<file path="config.mk">
export PLATFORM = sky130hd
export DESIGN_NAME = writeback_arbiter_flat
export DESIGN_NICKNAME = d
export VERILOG_FILES = /design/src/rtl/writeback_arbiter_pkg.sv /design/src/rtl/writeback_arbiter_if.sv /design/src/rtl/writeback_arbiter_fifo.sv /design/src/rtl/writeback_arbiter.sv /design/src/flat_wrapper.sv
export SDC_FILE = /design/constraint.sdc
export NUM_CORES = 1
export LEC_CHECK = 0
export CORE_ASPECT_RATIO = 0.8
export CORE_MARGIN = 10
export CORE_UTILIZATION = 56
export CTS_BUF_LIST = sky130_fd_sc_hd__clkbuf_8
export CTS_CLUSTER_DIAMETER = 40
export DETAILED_ROUTE_END_ITERATION = 12
export PLACE_DENSITY = 0.82
export SLEW_MARGIN = 20
export SYNTH_ARGS = -nofsm -noshare
export SYNTH_HDL_FRONTEND = slang
export SYNTH_HIERARCHICAL = 1
export SYNTH_SLANG_ARGS = --single-unit
</file>
<file path="constraint.sdc">
create_clock -name clk -period 2.8 [get_ports clk]
set_input_delay 0.7 -clock clk [delete_from_list [all_inputs] [get_ports clk]]
set_output_delay 0.7 -clock clk [all_outputs]
set_load 0.01 [all_outputs]
</file>
<file path="src/rtl/writeback_arbiter_pkg.sv">
// ============================================================================
// Module   : writeback_arbiter_pkg
// Brief    : Shared types and constants for the writeback arbiter slice.
// Revision : 1.0 - initial release
// ============================================================================
`default_nettype none

package writeback_arbiter_pkg;

    localparam int REGISTER_ADDRESS_BITS = 3;
    localparam int REGISTER_DATA_BITS    = 8;
    localparam int WB_FIFO_DEPTH         = 2;

    typedef struct packed {
        logic [REGISTER_ADDRESS_BITS-1:0] addr;
        logic [REGISTER_DATA_BITS-1:0]    data;
    } wb_entry_t;

    typedef enum logic {
        WB_SRC_ALU = 1'b0,
        WB_SRC_MEM = 1'b1
    } wb_src_t;

endpackage

`default_nettype wire

</file>
<file path="src/rtl/writeback_arbiter_if.sv">
// ============================================================================
// Module   : writeback_arbiter_if
// Brief    : Producer handshakes, register-file write port and hazard mask.
// Revision : 1.0 - initial release
// ============================================================================
`default_nettype none

interface writeback_arbiter_if #(
    parameter int ADDR_BITS = 3,
    parameter int DATA_BITS = 8
);
    localparam int NREGS = 2 ** ADDR_BITS;

    logic                 alu_valid;
    logic                 alu_ready;
    logic [ADDR_BITS-1:0] alu_addr;
    logic [DATA_BITS-1:0] alu_data;
    logic                 mem_valid;
    logic                 mem_ready;
    logic [ADDR_BITS-1:0] mem_addr;
    logic [DATA_BITS-1:0] mem_data;
    logic [ADDR_BITS-1:0] wr_addr;
    logic                 wr_enable;
    logic [DATA_BITS-1:0] wr_data;
    logic [NREGS-1:0]     pending_mask;
    logic                 idle;

    modport slave (
        input  alu_valid, alu_addr, alu_data, mem_valid, mem_addr, mem_data,
        output alu_ready, mem_ready, wr_addr, wr_enable, wr_data, pending_mask, idle
    );

    modport master (
        output alu_valid, alu_addr, alu_data, mem_valid, mem_addr, mem_data,
        input  alu_ready, mem_ready, wr_addr, wr_enable, wr_data, pending_mask, idle
    );
endinterface

`default_nettype wire

</file>
<file path="src/rtl/writeback_arbiter_fifo.sv">
// ============================================================================
// Module   : wb_fifo
// Brief    : Synchronous FIFO of wb_entry_t exposing per-slot valid/addr.
// Revision : 1.0 - initial release
// ============================================================================
`default_nettype none

module wb_fifo
    import writeback_arbiter_pkg::*;
#(
    parameter int DEPTH = WB_FIFO_DEPTH
) (
    input  wire logic                                        clk,
    input  wire logic                                        reset,
    input  wire logic                                        i_push,
    input  wire wb_entry_t                                   i_entry,
    input  wire logic                                        i_pop,
    output logic                                             o_full,
    output logic                                             o_empty,
    output wb_entry_t                                        o_head,
    output logic [DEPTH-1:0]                                 o_valid,
    output logic [DEPTH-1:0][REGISTER_ADDRESS_BITS-1:0]      o_addr
);
    localparam int PW = $clog2(DEPTH);

    wb_entry_t     r_mem [DEPTH];
    logic [PW-1:0] r_wptr;
    logic [PW-1:0] r_rptr;
    logic [PW:0]   r_count;
    logic          w_push;
    logic          w_pop;

    assign o_full  = (r_count == (PW+1)'(DEPTH));
    assign o_empty = (r_count == '0);
    assign o_head  = r_mem[r_rptr];
    // A full FIFO refuses pushes even when it pops on the same edge.
    assign w_push  = i_push && !o_full;
    assign w_pop   = i_pop && !o_empty;

    always_ff @(posedge clk or negedge reset) begin
        if (!reset) begin
            r_wptr  <= '0;
            r_rptr  <= '0;
            r_count <= '0;
        end else begin
            if (w_push) r_wptr <= r_wptr + PW'(1);
            if (w_pop)  r_rptr <= r_rptr + PW'(1);
            case ({w_push, w_pop})
                2'b10:   r_count <= r_count + (PW+1)'(1);
                2'b01:   r_count <= r_count - (PW+1)'(1);
                default: r_count <= r_count;
            endcase
        end
    end

    always_ff @(posedge clk) begin
        if (w_push) r_mem[r_wptr] <= i_entry;
    end

    // Slot i is live when its distance from the read pointer is below the count.
    for (genvar i = 0; i < DEPTH; i++) begin : g_slot
        logic [PW-1:0] w_off;
        assign w_off      = PW'(i) - r_rptr;
        assign o_valid[i] = ({1'b0, w_off} < r_count);
        assign o_addr[i]  = r_mem[i].addr;
    end

endmodule

`default_nettype wire

</file>
<file path="src/rtl/writeback_arbiter.sv">
// ============================================================================
// Module   : writeback_arbiter
// Brief    : Two-source round-robin writeback into a single register-file port.
//            Optional macro WRITEBACK_EMPTY_BYPASS_EN: empty-FIFO bypass.
// Revision : 1.0 - initial release
// ============================================================================
`default_nettype none

module writeback_arbiter
    import writeback_arbiter_pkg::*;
#(
    parameter int ADDR_BITS  = REGISTER_ADDRESS_BITS,
    parameter int DATA_BITS  = REGISTER_DATA_BITS,
    parameter int FIFO_DEPTH = WB_FIFO_DEPTH
) (
    input  wire logic              clk,
    input  wire logic              reset,
    writeback_arbiter_if.slave     bus
);
    localparam int NREGS = 2 ** ADDR_BITS;

    wb_entry_t                                        w_alu_in, w_mem_in, w_alu_head, w_mem_head, w_sel;
    logic                                             w_alu_full, w_alu_empty, w_mem_full, w_mem_empty;
    logic [FIFO_DEPTH-1:0]                            w_alu_vld, w_mem_vld;
    logic [FIFO_DEPTH-1:0][REGISTER_ADDRESS_BITS-1:0] w_alu_vaddr, w_mem_vaddr;
    logic                                             w_alu_acc, w_mem_acc, w_alu_avail, w_mem_avail;
    logic                                             w_alu_push, w_mem_push, w_alu_pop, w_mem_pop;
    logic                                             w_alu_byp, w_mem_byp;
    logic                                             w_grant_valid;
    wb_src_t                                          w_grant, r_rr, w_rr_next;
    logic                                             r_wr_en;
    logic [ADDR_BITS-1:0]                             r_wr_addr;
    logic [DATA_BITS-1:0]                             r_wr_data;
    logic [NREGS-1:0]                                 w_pending;

    assign w_alu_in  = '{addr: bus.alu_addr, data: bus.alu_data};
    assign w_mem_in  = '{addr: bus.mem_addr, data: bus.mem_data};
    assign w_alu_acc = bus.alu_valid && !w_alu_full;
    assign w_mem_acc = bus.mem_valid && !w_mem_full;

`ifdef WRITEBACK_EMPTY_BYPASS_EN
    // An incoming result on an empty source acts as that source's head.
    assign w_alu_avail = !w_alu_empty || w_alu_acc;
    assign w_mem_avail = !w_mem_empty || w_mem_acc;
`else
    assign w_alu_avail = !w_alu_empty;
    assign w_mem_avail = !w_mem_empty;
`endif

    always_ff @(posedge clk or negedge reset) begin
        if (!reset) r_rr <= WB_SRC_ALU;
        else        r_rr <= w_rr_next;
    end

    always_comb begin
        w_rr_next     = r_rr;
        w_grant_valid = 1'b0;
        w_grant       = WB_SRC_ALU;
        if (w_alu_avail && w_mem_avail) begin
            w_grant_valid = 1'b1;
            w_grant       = r_rr;
            w_rr_next     = (r_rr == WB_SRC_ALU) ? WB_SRC_MEM : WB_SRC_ALU;
        end else if (w_alu_avail) begin
            w_grant_valid = 1'b1;
            w_grant       = WB_SRC_ALU;
        end else if (w_mem_avail) begin
            w_grant_valid = 1'b1;
            w_grant       = WB_SRC_MEM;
        end
    end

    assign w_alu_pop  = w_grant_valid && (w_grant == WB_SRC_ALU) && !w_alu_empty;
    assign w_mem_pop  = w_grant_valid && (w_grant == WB_SRC_MEM) && !w_mem_empty;
    assign w_alu_byp  = w_grant_valid && (w_grant == WB_SRC_ALU) && w_alu_empty;
    assign w_mem_byp  = w_grant_valid && (w_grant == WB_SRC_MEM) && w_mem_empty;
    assign w_alu_push = w_alu_acc && !w_alu_byp;
    assign w_mem_push = w_mem_acc && !w_mem_byp;

    always_comb begin
        w_sel = w_alu_head;
        if (w_grant == WB_SRC_ALU) w_sel = w_alu_empty ? w_alu_in : w_alu_head;
        else                       w_sel = w_mem_empty ? w_mem_in : w_mem_head;
    end

    wb_fifo #(.DEPTH(FIFO_DEPTH)) u_alu_fifo (
        .clk     (clk),
        .reset   (reset),
        .i_push  (w_alu_push),
        .i_entry (w_alu_in),
        .i_pop   (w_alu_pop),
        .o_full  (w_alu_full),
        .o_empty (w_alu_empty),
        .o_head  (w_alu_head),
        .o_valid (w_alu_vld),
        .o_addr  (w_alu_vaddr)
    );

    wb_fifo #(.DEPTH(FIFO_DEPTH)) u_mem_fifo (
        .clk     (clk),
        .reset   (reset),
        .i_push  (w_mem_push),
        .i_entry (w_mem_in),
        .i_pop   (w_mem_pop),
        .o_full  (w_mem_full),
        .o_empty (w_mem_empty),
        .o_head  (w_mem_head),
        .o_valid (w_mem_vld),
        .o_addr  (w_mem_vaddr)
    );

    // Address/data hold their last value on idle cycles.
    always_ff @(posedge clk or negedge reset) begin
        if (!reset) begin
            r_wr_en   <= 1'b0;
            r_wr_addr <= '0;
            r_wr_data <= '0;
        end else begin
            r_wr_en <= w_grant_valid;
            if (w_grant_valid) begin
                r_wr_addr <= w_sel.addr;
                r_wr_data <= w_sel.data;
            end
        end
    end

    always_comb begin
        w_pending = '0;
        for (int i = 0; i < FIFO_DEPTH; i++) begin
            if (w_alu_vld[i]) w_pending[w_alu_vaddr[i]] = 1'b1;
            if (w_mem_vld[i]) w_pending[w_mem_vaddr[i]] = 1'b1;
        end
        if (r_wr_en) w_pending[r_wr_addr] = 1'b1;
    end

    assign bus.alu_ready    = !w_alu_full;
    assign bus.mem_ready    = !w_mem_full;
    assign bus.wr_enable    = r_wr_en;
    assign bus.wr_addr      = r_wr_addr;
    assign bus.wr_data      = r_wr_data;
    assign bus.pending_mask = w_pending;
    assign bus.idle         = w_alu_empty && w_mem_empty && !r_wr_en;

endmodule

`default_nettype wire

</file>
<file path="src/flat_wrapper.sv">
// flat-port wrapper written by rule: the top's interface ports become plain ports
module writeback_arbiter_flat import writeback_arbiter_pkg::*;
#(
    parameter int ADDR_BITS  = REGISTER_ADDRESS_BITS,
    parameter int DATA_BITS  = REGISTER_DATA_BITS,
    parameter int FIFO_DEPTH = WB_FIFO_DEPTH
)
  (clk, reset, bus_alu_valid, bus_alu_addr, bus_alu_data, bus_mem_valid, bus_mem_addr, bus_mem_data, bus_alu_ready, bus_mem_ready, bus_wr_addr, bus_wr_enable, bus_wr_data, bus_pending_mask, bus_idle);
  writeback_arbiter_if #(.ADDR_BITS(ADDR_BITS), .DATA_BITS(DATA_BITS)) bus_i ();
  input  wire logic clk;
  input  wire logic reset;
  input wire logic [$bits(bus_i.alu_valid)-1:0] bus_alu_valid;
  input wire logic [$bits(bus_i.alu_addr)-1:0] bus_alu_addr;
  input wire logic [$bits(bus_i.alu_data)-1:0] bus_alu_data;
  input wire logic [$bits(bus_i.mem_valid)-1:0] bus_mem_valid;
  input wire logic [$bits(bus_i.mem_addr)-1:0] bus_mem_addr;
  input wire logic [$bits(bus_i.mem_data)-1:0] bus_mem_data;
  output wire logic [$bits(bus_i.alu_ready)-1:0] bus_alu_ready;
  output wire logic [$bits(bus_i.mem_ready)-1:0] bus_mem_ready;
  output wire logic [$bits(bus_i.wr_addr)-1:0] bus_wr_addr;
  output wire logic [$bits(bus_i.wr_enable)-1:0] bus_wr_enable;
  output wire logic [$bits(bus_i.wr_data)-1:0] bus_wr_data;
  output wire logic [$bits(bus_i.pending_mask)-1:0] bus_pending_mask;
  output wire logic [$bits(bus_i.idle)-1:0] bus_idle;
  assign bus_i.alu_valid = bus_alu_valid;
  assign bus_i.alu_addr = bus_alu_addr;
  assign bus_i.alu_data = bus_alu_data;
  assign bus_i.mem_valid = bus_mem_valid;
  assign bus_i.mem_addr = bus_mem_addr;
  assign bus_i.mem_data = bus_mem_data;
  assign bus_alu_ready = bus_i.alu_ready;
  assign bus_mem_ready = bus_i.mem_ready;
  assign bus_wr_addr = bus_i.wr_addr;
  assign bus_wr_enable = bus_i.wr_enable;
  assign bus_wr_data = bus_i.wr_data;
  assign bus_pending_mask = bus_i.pending_mask;
  assign bus_idle = bus_i.idle;
  writeback_arbiter #(.ADDR_BITS(ADDR_BITS), .DATA_BITS(DATA_BITS), .FIFO_DEPTH(FIFO_DEPTH)) u_core (.clk(clk), .reset(reset), .bus(bus_i));
endmodule
</file>
==> results of run 1 <==
[layout by cell type, fill, tap and decap left out, types with 9 or more instances in the layout]
master | Yosys | layout
edfxtp_1 | 44 | 44
clkdlybuf4s50_1 | 0 | 40
mux2_4 | 16 | 16
dfrtp_1 | 21 | 15
nor2_1 | 12 | 12
inv_1 | 9 | 11
and3_1 | 10 | 10
nand2b_1 | 12 | 10
buf_4 | 12 | 10
clkbuf_8 | 0 | 9
nand2_1 | 11 | 9
[sequential cells by signal, indices dropped and copies added (netlist names)]
register / count
u_core/u_alu_fifo/r_mem: 22
u_core/u_alu_fifo/r_count: 2
u_core/u_alu_fifo/r_wptr: 1
u_core/u_mem_fifo/r_count: 2
u_core/bus.wr_addr: 3
u_core/bus.wr_enable: 1
u_core/u_alu_fifo/r_rptr: 1
u_core/u_mem_fifo/r_mem: 22
u_core/r_rr: 1
u_core/bus.wr_data: 8
u_core/u_mem_fifo/r_wptr: 1
u_core/u_mem_fifo/r_rptr: 1
[layer usage]
layer	track usage [%]	wire length [um]	vias up
met5	0	0	-
met4	6.22	167	0
met3	5.81	454	18
met2	25.2	3270	83
met1	15.3	2690	978
li1	-	-	984
[cells by family after synthesis]
kind of cell,after synthesis,share of synthesized area [%]
AOI/OAI and AO/OA,34,9.41
xor gates and xnor gates,11,2.95
adders and majority gates,2,0.765
buffers and inverters,32,6.77
DFF,65,56.5
muxes,23,9.72
and+or+nand+nor,74,13.9
[report_power, final]
part           switching, mW  internal (mW)  total (mW)  leakage [nW]
registers              0.271           1.39        1.67         0.644
clock network          0.330          0.310       0.640        0.0853
logic                   1.10           1.22        2.31         0.871
[worst register-to-register path, delay by kind of cell, from the launching register on]
| kind | cells | cell delay (ps) |
|---|---|---|
| adder cells (fa/ha/maj) | 1 | 270 |
| AND/OR/NAND/NOR | 3 | 460 |
| XOR/XNOR | 1 | 170 |
| buffers and inverters | 1 | 150 |
| AO/OA/AOI/OAI | 2 | 360 |
| flip-flops | 1 | 440 |
[how the worst max path moves through the flow]
stage / start / endpoint / cells past startpoint
3_3_place_gp: u_core/u_alu_fifo/r_count[0] / bus_pending_mask[7] / 5
6_report: u_core/u_alu_fifo/r_count[0] / bus_pending_mask[4] / 4
3_5_place_dp: u_core/u_alu_fifo/r_count[0] / bus_pending_mask[7] / 5
4_1_cts: u_core/u_mem_fifo/r_count[0] / bus_pending_mask[3] / 5
2_1_floorplan: u_core/u_alu_fifo/r_rptr / bus_pending_mask[7] / 5
5_1_grt: u_core/u_alu_fifo/r_count[0] / bus_pending_mask[7] / 5
[final cells by class]
type                            instances  share of cell area (%)
Clock buffer                            9                    3.15
Clock inverter                          7                    1.02
Inverter                               11                    1.05
Multi-Input combinational cell        144                    31.1
Sequential cell                        65                    47.2
Tap cell                               78                    2.48
Timing Repair Buffer                   58                    14.1
[through the flow]
| stage | cells | setup slack [ps] | power, mW | util (%) |
|---|---|---|---|---|
| after CTS | 370 | 6.17 | 4.62 | 70.1 |
| after global placement | 354 | 228 | 3.93 | 67.1 |
| after global routing | 372 | 6.19 | 4.91 | 70.8 |
| after detailed placement | 354 | 194 | 3.98 | 67.1 |
| after floorplan | 241 | 586 | 3.30 | - |
| final | 372 | 116 | 4.62 | 70.8 |
[timing repair]
action,CTS,global route
hold endpoints to repair,0,0
setup endpoints to repair,8,4
resized for setup,11,7
gates cloned,0,0
setup buffers,0,2
==> impl_metrics.env, run 1 <==
export IMPL_cp_slowest_cell="or4_1"
export IMPL_crit_fanout=6
export IMPL_clock_skew_ps=10.7
export IMPL_r2r_end="u_core/u_alu_fifo/r_count[1]"
export IMPL_synth_common_cells="edfxtp_1, dfrtp_1, mux2_4"
export IMPL_grt_max_degree=22
export IMPL_grt_overflow=0
export IMPL_syn_inst=241
export IMPL_syn_area_um2=3270
export IMPL_pin_count=49
export IMPL_initial_utilization_pct=58.9
export IMPL_multi_input_area_um2=1220
export IMPL_timing_final_crit_share_pct=95.9
export IMPL_postSynthAreaPerCell_um2=13.6
export IMPL_cts_root_buffer_cell="clkbuf_8"
export IMPL_maxCapViolations=0
export IMPL_drt_pass1_iterations=4
export IMPL_track_usage_pct=14.4
export IMPL_vias_per_cell=5.55
export IMPL_min_to="u_core/u_mem_fifo/r_wptr"
export IMPL_holdWs_ps=502
export IMPL_area_delta_synth_final_pct=20.2
export IMPL_dieArea_um2=9310
export IMPL_clk_pin_slew_ps=70
export IMPL_slew_violations=0
export IMPL_crit_family="simple AND/OR/NAND/NOR gates"
export IMPL_synth_seq_cells=65
export IMPL_seqCellArea_um2=1850
export IMPL_cts_made_buffers=9
export IMPL_async_flop_share_pct=32.3
export IMPL_hpwl_um=4910
export IMPL_drive_gt1_share_pct=23.8
export IMPL_worstHoldPathType="flip-flop to flip-flop"
export IMPL_crit_chain="a21o_2 -> nor4bb_1 -> or4_1 -> dlygate4sd2_1"
export IMPL_reg2reg_from="u_core/u_mem_fifo/r_count[0]"
export IMPL_tightest_slew_ps=565
export IMPL_clock_sinks=65
export IMPL_max_freq_mhz=373
export IMPL_fin_area_um2=3930
export IMPL_crit_buf_inv=1
export IMPL_drt_antenna_violating_nets=0
export IMPL_relSlewSlack_pct=62.3
export IMPL_r2r_setup_slack_ps=880
export IMPL_die_h_um=88.3
export IMPL_drt_iter0_drc=122
export IMPL_grt_pass1_vias=2111
export IMPL_drcViolationCount=0
export IMPL_hold_violations=0
export IMPL_die_x_um=105
export IMPL_power_density_nw_per_um2=1180
export IMPL_r2r_cells=8
export IMPL_cts_hold_buf=0
export IMPL_synthFlopType="edfxtp_1"
export IMPL_fill_cells=386
export IMPL_vias=2063
export IMPL_arrival_ps=1980
export IMPL_setup_viol=0
export IMPL_drt_total_wl_um=6590
export IMPL_status="complete, no violations"
export IMPL_rsz0062_at_grt="false"
export IMPL_crit_path_end_kind="output port"
export IMPL_antenna_found_initial=0
export IMPL_num_nets_final=317
export IMPL_synth_fp_nets=269
export IMPL_yosys_top_cells_area="edfxtp_1, dfrtp_1, mux2_4"
export IMPL_cpPeakStageDelay_ps=510
export IMPL_yosys_warnings=6
export IMPL_placed_cell_area_um2=3730
export IMPL_cp_required_ps=2100
export IMPL_antenna_cells=0
export IMPL_h_tree_depth=3
export IMPL_yosysMostFrequentCell="edfxtp_1"
export IMPL_clock_latency_ps=340
export IMPL_routabilityCongestion=0.876
export IMPL_yosys_cell_types_count=42
export IMPL_grt_pass1_wl_um=10400
export IMPL_leakagePower_nw=1.60
export IMPL_fp_coreArea_um2=5560
export IMPL_final_min_clock_period_ps=2680
export IMPL_cp_start_kind="flip-flop"
export IMPL_ir_drop_mv=0.642
export IMPL_worstSetupPathType="flip-flop to output port"
export IMPL_synth_top_cell_area_share_pct=40.4
export IMPL_io_buffers=48
export IMPL_fp_row_count=24
export IMPL_cts_buffer_depth=2
export IMPL_wire_per_inst_um=17.7
export IMPL_yosysSeqAreaShare_pct=56.5
export IMPL_min_delay_start="u_core/u_mem_fifo/r_wptr"
export IMPL_synth_edf_count=44
export IMPL_cts_tree="yes"
export IMPL_fin_setup_tns_ps=0
export IMPL_yosysTopAreaCell="edfxtp_1"
export IMPL_hold_path_depth=1
Power figures use the tool's default switching activity.
==> run 2: changes to the inputs <==
--- a/config.mk
+++ b/config.mk
@@ -7,11 +7,11 @@
 export LEC_CHECK = 0
 export CORE_ASPECT_RATIO = 0.8
 export CORE_MARGIN = 10
-export CORE_UTILIZATION = 56
+export CORE_UTILIZATION = 60
 export CTS_BUF_LIST = sky130_fd_sc_hd__clkbuf_8
 export CTS_CLUSTER_DIAMETER = 40
 export DETAILED_ROUTE_END_ITERATION = 12
-export PLACE_DENSITY = 0.82
+export PLACE_DENSITY = 0.87
 export SLEW_MARGIN = 20
 export SYNTH_ARGS = -nofsm -noshare
 export SYNTH_HDL_FRONTEND = slang
==> constraint.sdc (replaced) <==
create_clock -name clk -period 3.25 [get_ports clk]
set_input_delay 0.8125 -clock clk [delete_from_list [all_inputs] [get_ports clk]]
set_output_delay 0.8125 -clock clk [all_outputs]
set_load 0.01 [all_outputs]
==> impl_metrics.env, run 2 (synthesized netlist as in run 1, its figures left out) <==
export IMPL_maxCapViolations=0
export IMPL_place_inst=337
export IMPL_clk_pin_slew_ps=70
export IMPL_cts_hold_buf=0
export IMPL_num_nets_final=314
export IMPL_clock_latency_ps=350
export IMPL_clock_sinks=65
export IMPL_final_common_cell="clkdlybuf4s50_1"
export IMPL_fp_row_count=23
export IMPL_crit_path_end_kind="output port"
export IMPL_fp_coreArea_um2=5150
export IMPL_drt_antenna_violating_nets=0
export IMPL_tightest_slew_ps=524
export IMPL_dp_slack_ps=520
export IMPL_crit_fanout=6
export IMPL_crit_chain="a21o_2 -> nand2_1 -> nor2_1 -> or4_1 -> clkdlybuf4s50_1"
export IMPL_hold_path_depth=1
export IMPL_track_usage_pct=15.6
export IMPL_reg2reg_from="u_core/u_mem_fifo/r_count[0]"
export IMPL_area_delta_synth_final_pct=19.4
export IMPL_hold_violations=0
export IMPL_vias_per_cell=5.88
export IMPL_fin_area_um2=3900
export IMPL_grt_overflow=0
export IMPL_drt_pass1_iterations=4
export IMPL_wire_per_inst_um=18.8
export IMPL_cts_made_buffers=9
export IMPL_io_buffers=48
export IMPL_min_to="u_core/u_mem_fifo/r_wptr"
export IMPL_stdcell_count=353
export IMPL_pin_count=49
export IMPL_antenna_cells=0
export IMPL_post_cts_setup_buffer_count=0
export IMPL_final_min_clock_period_ps=3090
export IMPL_dieArea_um2=8820
export IMPL_crit_buf_inv=1
export IMPL_setup_viol=0
export IMPL_power_density_nw_per_um2=1040
export IMPL_rsz0062_at_grt="false"
export IMPL_die_h_um=86.0
export IMPL_cp_required_ps=2440
export IMPL_drt_iter0_drc=151
export IMPL_die_x_um=103
export IMPL_r2r_cells=8
export IMPL_worstSetupPathType="flip-flop to output port"
export IMPL_placed_cell_area_um2=3700
export IMPL_cts_tree="yes"
export IMPL_fin_setup_tns_ps=0
export IMPL_h_tree_depth=3
export IMPL_routabilityCongestion=0.993
export IMPL_vias=2075
export IMPL_slew_violations=0
export IMPL_r2r_setup_slack_ps=890
export IMPL_timing_final_crit_share_pct=95.2
export IMPL_fill_cells=338
export IMPL_cp_start_kind="flip-flop"
export IMPL_cpPeakStageDelay_ps=510
export IMPL_post_cts_resized=0
export IMPL_arrival_ps=2280
export IMPL_leakagePower_nw=1.55
export IMPL_drive_gt1_share_pct=20.6
export IMPL_drt_total_wl_um=6620
export IMPL_min_delay_start="u_core/u_mem_fifo/r_wptr"
export IMPL_cts_buffer_depth=2
export IMPL_ir_drop_mv=0.514
export IMPL_drcViolationCount=0
export IMPL_cts_root_buffer_cell="clkbuf_8"
export IMPL_max_freq_mhz=323
export IMPL_clock_skew_ps=8.57
export IMPL_relSlewSlack_pct=65.1
export IMPL_initial_utilization_pct=63.5
export IMPL_worstHoldPathType="flip-flop to flip-flop"
export IMPL_antenna_found_initial=0
export IMPL_status="complete, no violations"
export IMPL_grt_pass1_vias=2086
export IMPL_crit_family="simple AND/OR/NAND/NOR gates"
export IMPL_grt_max_degree=22
export IMPL_fin_ws_ps=156
export IMPL_cp_slowest_cell="or4_1"
export IMPL_r2r_end="u_core/u_alu_fifo/r_count[1]"
export IMPL_final_cell_mix="clkdlybuf4s50_1, edfxtp_1, dfrtp_1"
export IMPL_grt_pass1_wl_um=10400
export IMPL_hpwl_um=4860
## run 2: area by class of cell
type	instances	area [um^2]	area share, %
inverters	11	41.3	1.06
well taps	62	77.6	1.99
repair buffers	55	533	13.7
multi-input cells	144	1200	30.8
clock buffers	9	124	3.17
clock inverters	7	78.8	2.02
flip-flops and latches	65	1850	47.3
## run 2: through the flow
step	total power [mW]	hold slack (ps)	utilization (%)
after floorplan	2.84	460	-
after global placement	3.34	474	71.8
after detailed placement	3.41	485	71.8
after CTS	4.10	499	75.8
after global routing	4.32	520	75.8
final	4.07	496	75.8
## run 2: where the power goes
group / leakage, nW / switching (mW) / internal (mW)
clock: 0.0977 / 0.324 / 0.361
combinational: 0.806 / 0.908 / 1.05
sequential: 0.650 / 0.240 / 1.19
## run 2: how the worst max path moves through the flow
| stage | end | slack (ps) | from | cells past startpoint |
|---|---|---|---|---|
| after detailed placement | bus_pending_mask[7] | 520 | u_core/u_alu_fifo/r_count[0] | 5 |
| after global placement | bus_pending_mask[7] | 570 | u_core/u_alu_fifo/r_count[0] | 5 |
| after floorplan | bus_pending_mask[7] | 920 | u_core/u_alu_fifo/r_rptr | 5 |
| after global routing | bus_pending_mask[7] | 80 | u_core/u_alu_fifo/r_count[0] | 5 |
| final | bus_pending_mask[7] | 160 | u_core/u_alu_fifo/r_count[0] | 5 |
| after CTS | bus_pending_mask[7] | 140 | u_core/u_alu_fifo/r_count[0] | 5 |
## run 2: metal layers
metal | global-route usage, % | part of all wire [%]
met5 | 0 | 0
met2 | 26.5 | 50
met1 | 16.7 | 39
met4 | 7.80 | 3.2
met3 | 5.69 | 7.6
==> run 3: changes to the inputs <==
--- a/config.mk
+++ b/config.mk
@@ -7,11 +7,11 @@
 export LEC_CHECK = 0
 export CORE_ASPECT_RATIO = 0.8
 export CORE_MARGIN = 10
-export CORE_UTILIZATION = 60
+export CORE_UTILIZATION = 51
 export CTS_BUF_LIST = sky130_fd_sc_hd__clkbuf_8
 export CTS_CLUSTER_DIAMETER = 40
 export DETAILED_ROUTE_END_ITERATION = 12
-export PLACE_DENSITY = 0.87
+export PLACE_DENSITY = 0.8
 export SLEW_MARGIN = 20
 export SYNTH_ARGS = -nofsm -noshare
 export SYNTH_HDL_FRONTEND = slang
==> impl_metrics.env, run 3 (synthesized netlist as in run 1, its figures left out) <==
export IMPL_tightest_slew_ps=560
export IMPL_stdcell_count=375
export IMPL_hold_violations=0
export IMPL_post_cts_setup_buffer_count=0
export IMPL_cts_tree="yes"
export IMPL_routabilityCongestion=0.934
export IMPL_reg2reg_from="u_core/u_mem_fifo/r_count[0]"
export IMPL_clock_skew_ps=4.56
export IMPL_hpwl_um=4760
export IMPL_die_h_um=91.6
export IMPL_drt_antenna_violating_nets=0
export IMPL_cp_start_kind="flip-flop"
export IMPL_r2r_cells=8
export IMPL_track_usage_pct=13.2
export IMPL_crit_path_end_kind="output port"
export IMPL_crit_fanout=6
export IMPL_antenna_cells=0
export IMPL_grt_pass1_vias=2122
export IMPL_final_common_cell="clkdlybuf4s50_1"
export IMPL_fp_coreArea_um2=6310
export IMPL_io_buffers=48
export IMPL_fin_ws_ps=165
export IMPL_drt_total_wl_um=6420
export IMPL_fin_setup_tns_ps=0
export IMPL_h_tree_depth=3
export IMPL_worstSetupPathType="flip-flop to output port"
export IMPL_final_min_clock_period_ps=3090
export IMPL_place_inst=359
export IMPL_wire_per_inst_um=17.1
export IMPL_totalPowerFinal_mw=4.00
export IMPL_antenna_found_initial=0
export IMPL_fin_util_pct=61.9
export IMPL_area_delta_synth_final_pct=19.5
export IMPL_r2r_setup_slack_ps=920
export IMPL_pin_count=49
export IMPL_grt_overflow=0
export IMPL_drcViolationCount=0
export IMPL_leakagePower_nw=1.56
export IMPL_timing_final_crit_share_pct=94.9
export IMPL_max_freq_mhz=324
export IMPL_cts_buffer_depth=2
export IMPL_die_x_um=110
export IMPL_dp_slack_ps=514
export IMPL_grt_pass1_wl_um=10500
export IMPL_power_density_nw_per_um2=1030
export IMPL_drive_gt1_share_pct=19.2
export IMPL_r2r_end="u_core/u_alu_fifo/r_count[1]"
export IMPL_arrival_ps=2270
export IMPL_post_cts_resized=0
export IMPL_clock_latency_ps=330
export IMPL_vias_per_cell=5.48
export IMPL_clock_sinks=65
export IMPL_cts_root_buffer_cell="clkbuf_8"
export IMPL_slew_violations=0
export IMPL_drt_iter0_drc=148
export IMPL_cts_hold_buf=0
export IMPL_worstHoldPathType="flip-flop to flip-flop"
export IMPL_fp_row_count=26
export IMPL_initial_utilization_pct=51.8
export IMPL_relSlewSlack_pct=62.7
export IMPL_cp_required_ps=2440
export IMPL_rsz0062_at_grt="false"
export IMPL_num_nets_final=314
export IMPL_startpoint="u_core/u_alu_fifo/r_count[0]"
export IMPL_cts_made_buffers=9
export IMPL_status="complete, no violations"
export IMPL_clk_pin_slew_ps=60
export IMPL_crit_path_end="bus_pending_mask[7]"
export IMPL_grt_max_degree=22
export IMPL_ir_drop_mv=0.487
export IMPL_setup_viol=0
export IMPL_vias=2054
export IMPL_final_cell_mix="clkdlybuf4s50_1, edfxtp_1, dfrtp_1"
export IMPL_drt_pass1_iterations=4
export IMPL_maxCapViolations=0
export IMPL_dieArea_um2=10000
==> run 3: report_power, final <==
| part | switching (mW) | total, mW | internal (mW) | leakage (nW) |
|---|---|---|---|---|
| clock | 0.278 | 0.618 | 0.340 | 0.100 |
| combinational | 0.907 | 1.96 | 1.05 | 0.806 |
| sequential | 0.237 | 1.43 | 1.19 | 0.650 |
==> run 3: critical path, cell delays in order, from the launching register on <==
cell	delay (ps)
dfrtp_1	470
a21o_2	260
nand2_1	140
nor2_1	60
or4_1	510
clkdlybuf4s50_1	490
==> run 3: area by class of cell <==
| cell class | instances | area (um^2) |
|---|---|---|
| clock buffers | 9 | 124 |
| well taps | 84 | 105 |
| flip-flops and latches | 65 | 1850 |
| repair buffers | 55 | 533 |
| clock inverters | 7 | 55.1 |
| fillers | 478 | 2400 |
| inverters | 11 | 41.3 |
| multi-input cells | 144 | 1200 |
==> run 3: metal layers <==
| layer | vias to the layer above | GRT usage [%] | share of wire [%] |
|---|---|---|---|
| li1 | 978 | - | - |
| met2 | 69 | 21.2 | 47 |
| met5 | - | 0 | 0 |
| met3 | 15 | 4.41 | 8.5 |
| met1 | 992 | 15.9 | 43 |
| met4 | 0 | 5.63 | 1.9 |
==> run 3: how the worst min path moves through the flow <==
stage,start,end,slack (ps),cells past startpoint
CTS,u_core/u_mem_fifo/r_wptr,u_core/u_mem_fifo/r_wptr,500,1
detailed placement,u_core/u_mem_fifo/r_wptr,u_core/u_mem_fifo/r_wptr,480,1
global route,u_core/u_alu_fifo/r_wptr,u_core/u_alu_fifo/r_wptr,530,1
global placement,u_core/u_mem_fifo/r_wptr,u_core/u_mem_fifo/r_wptr,470,1
finish,u_core/u_mem_fifo/r_wptr,u_core/u_mem_fifo/r_wptr,500,1
floorplan,u_core/u_alu_fifo/r_wptr,u_core/u_alu_fifo/r_wptr,460,1
==> run 3: per-stage QoR <==
stage | area, um^2 | hold slack (ps)
finish | 3910 | 497
global route | 3910 | 529
CTS | 3910 | 497
detailed placement | 3730 | 481
global placement | 3730 | 474
floorplan | 3270 | 460
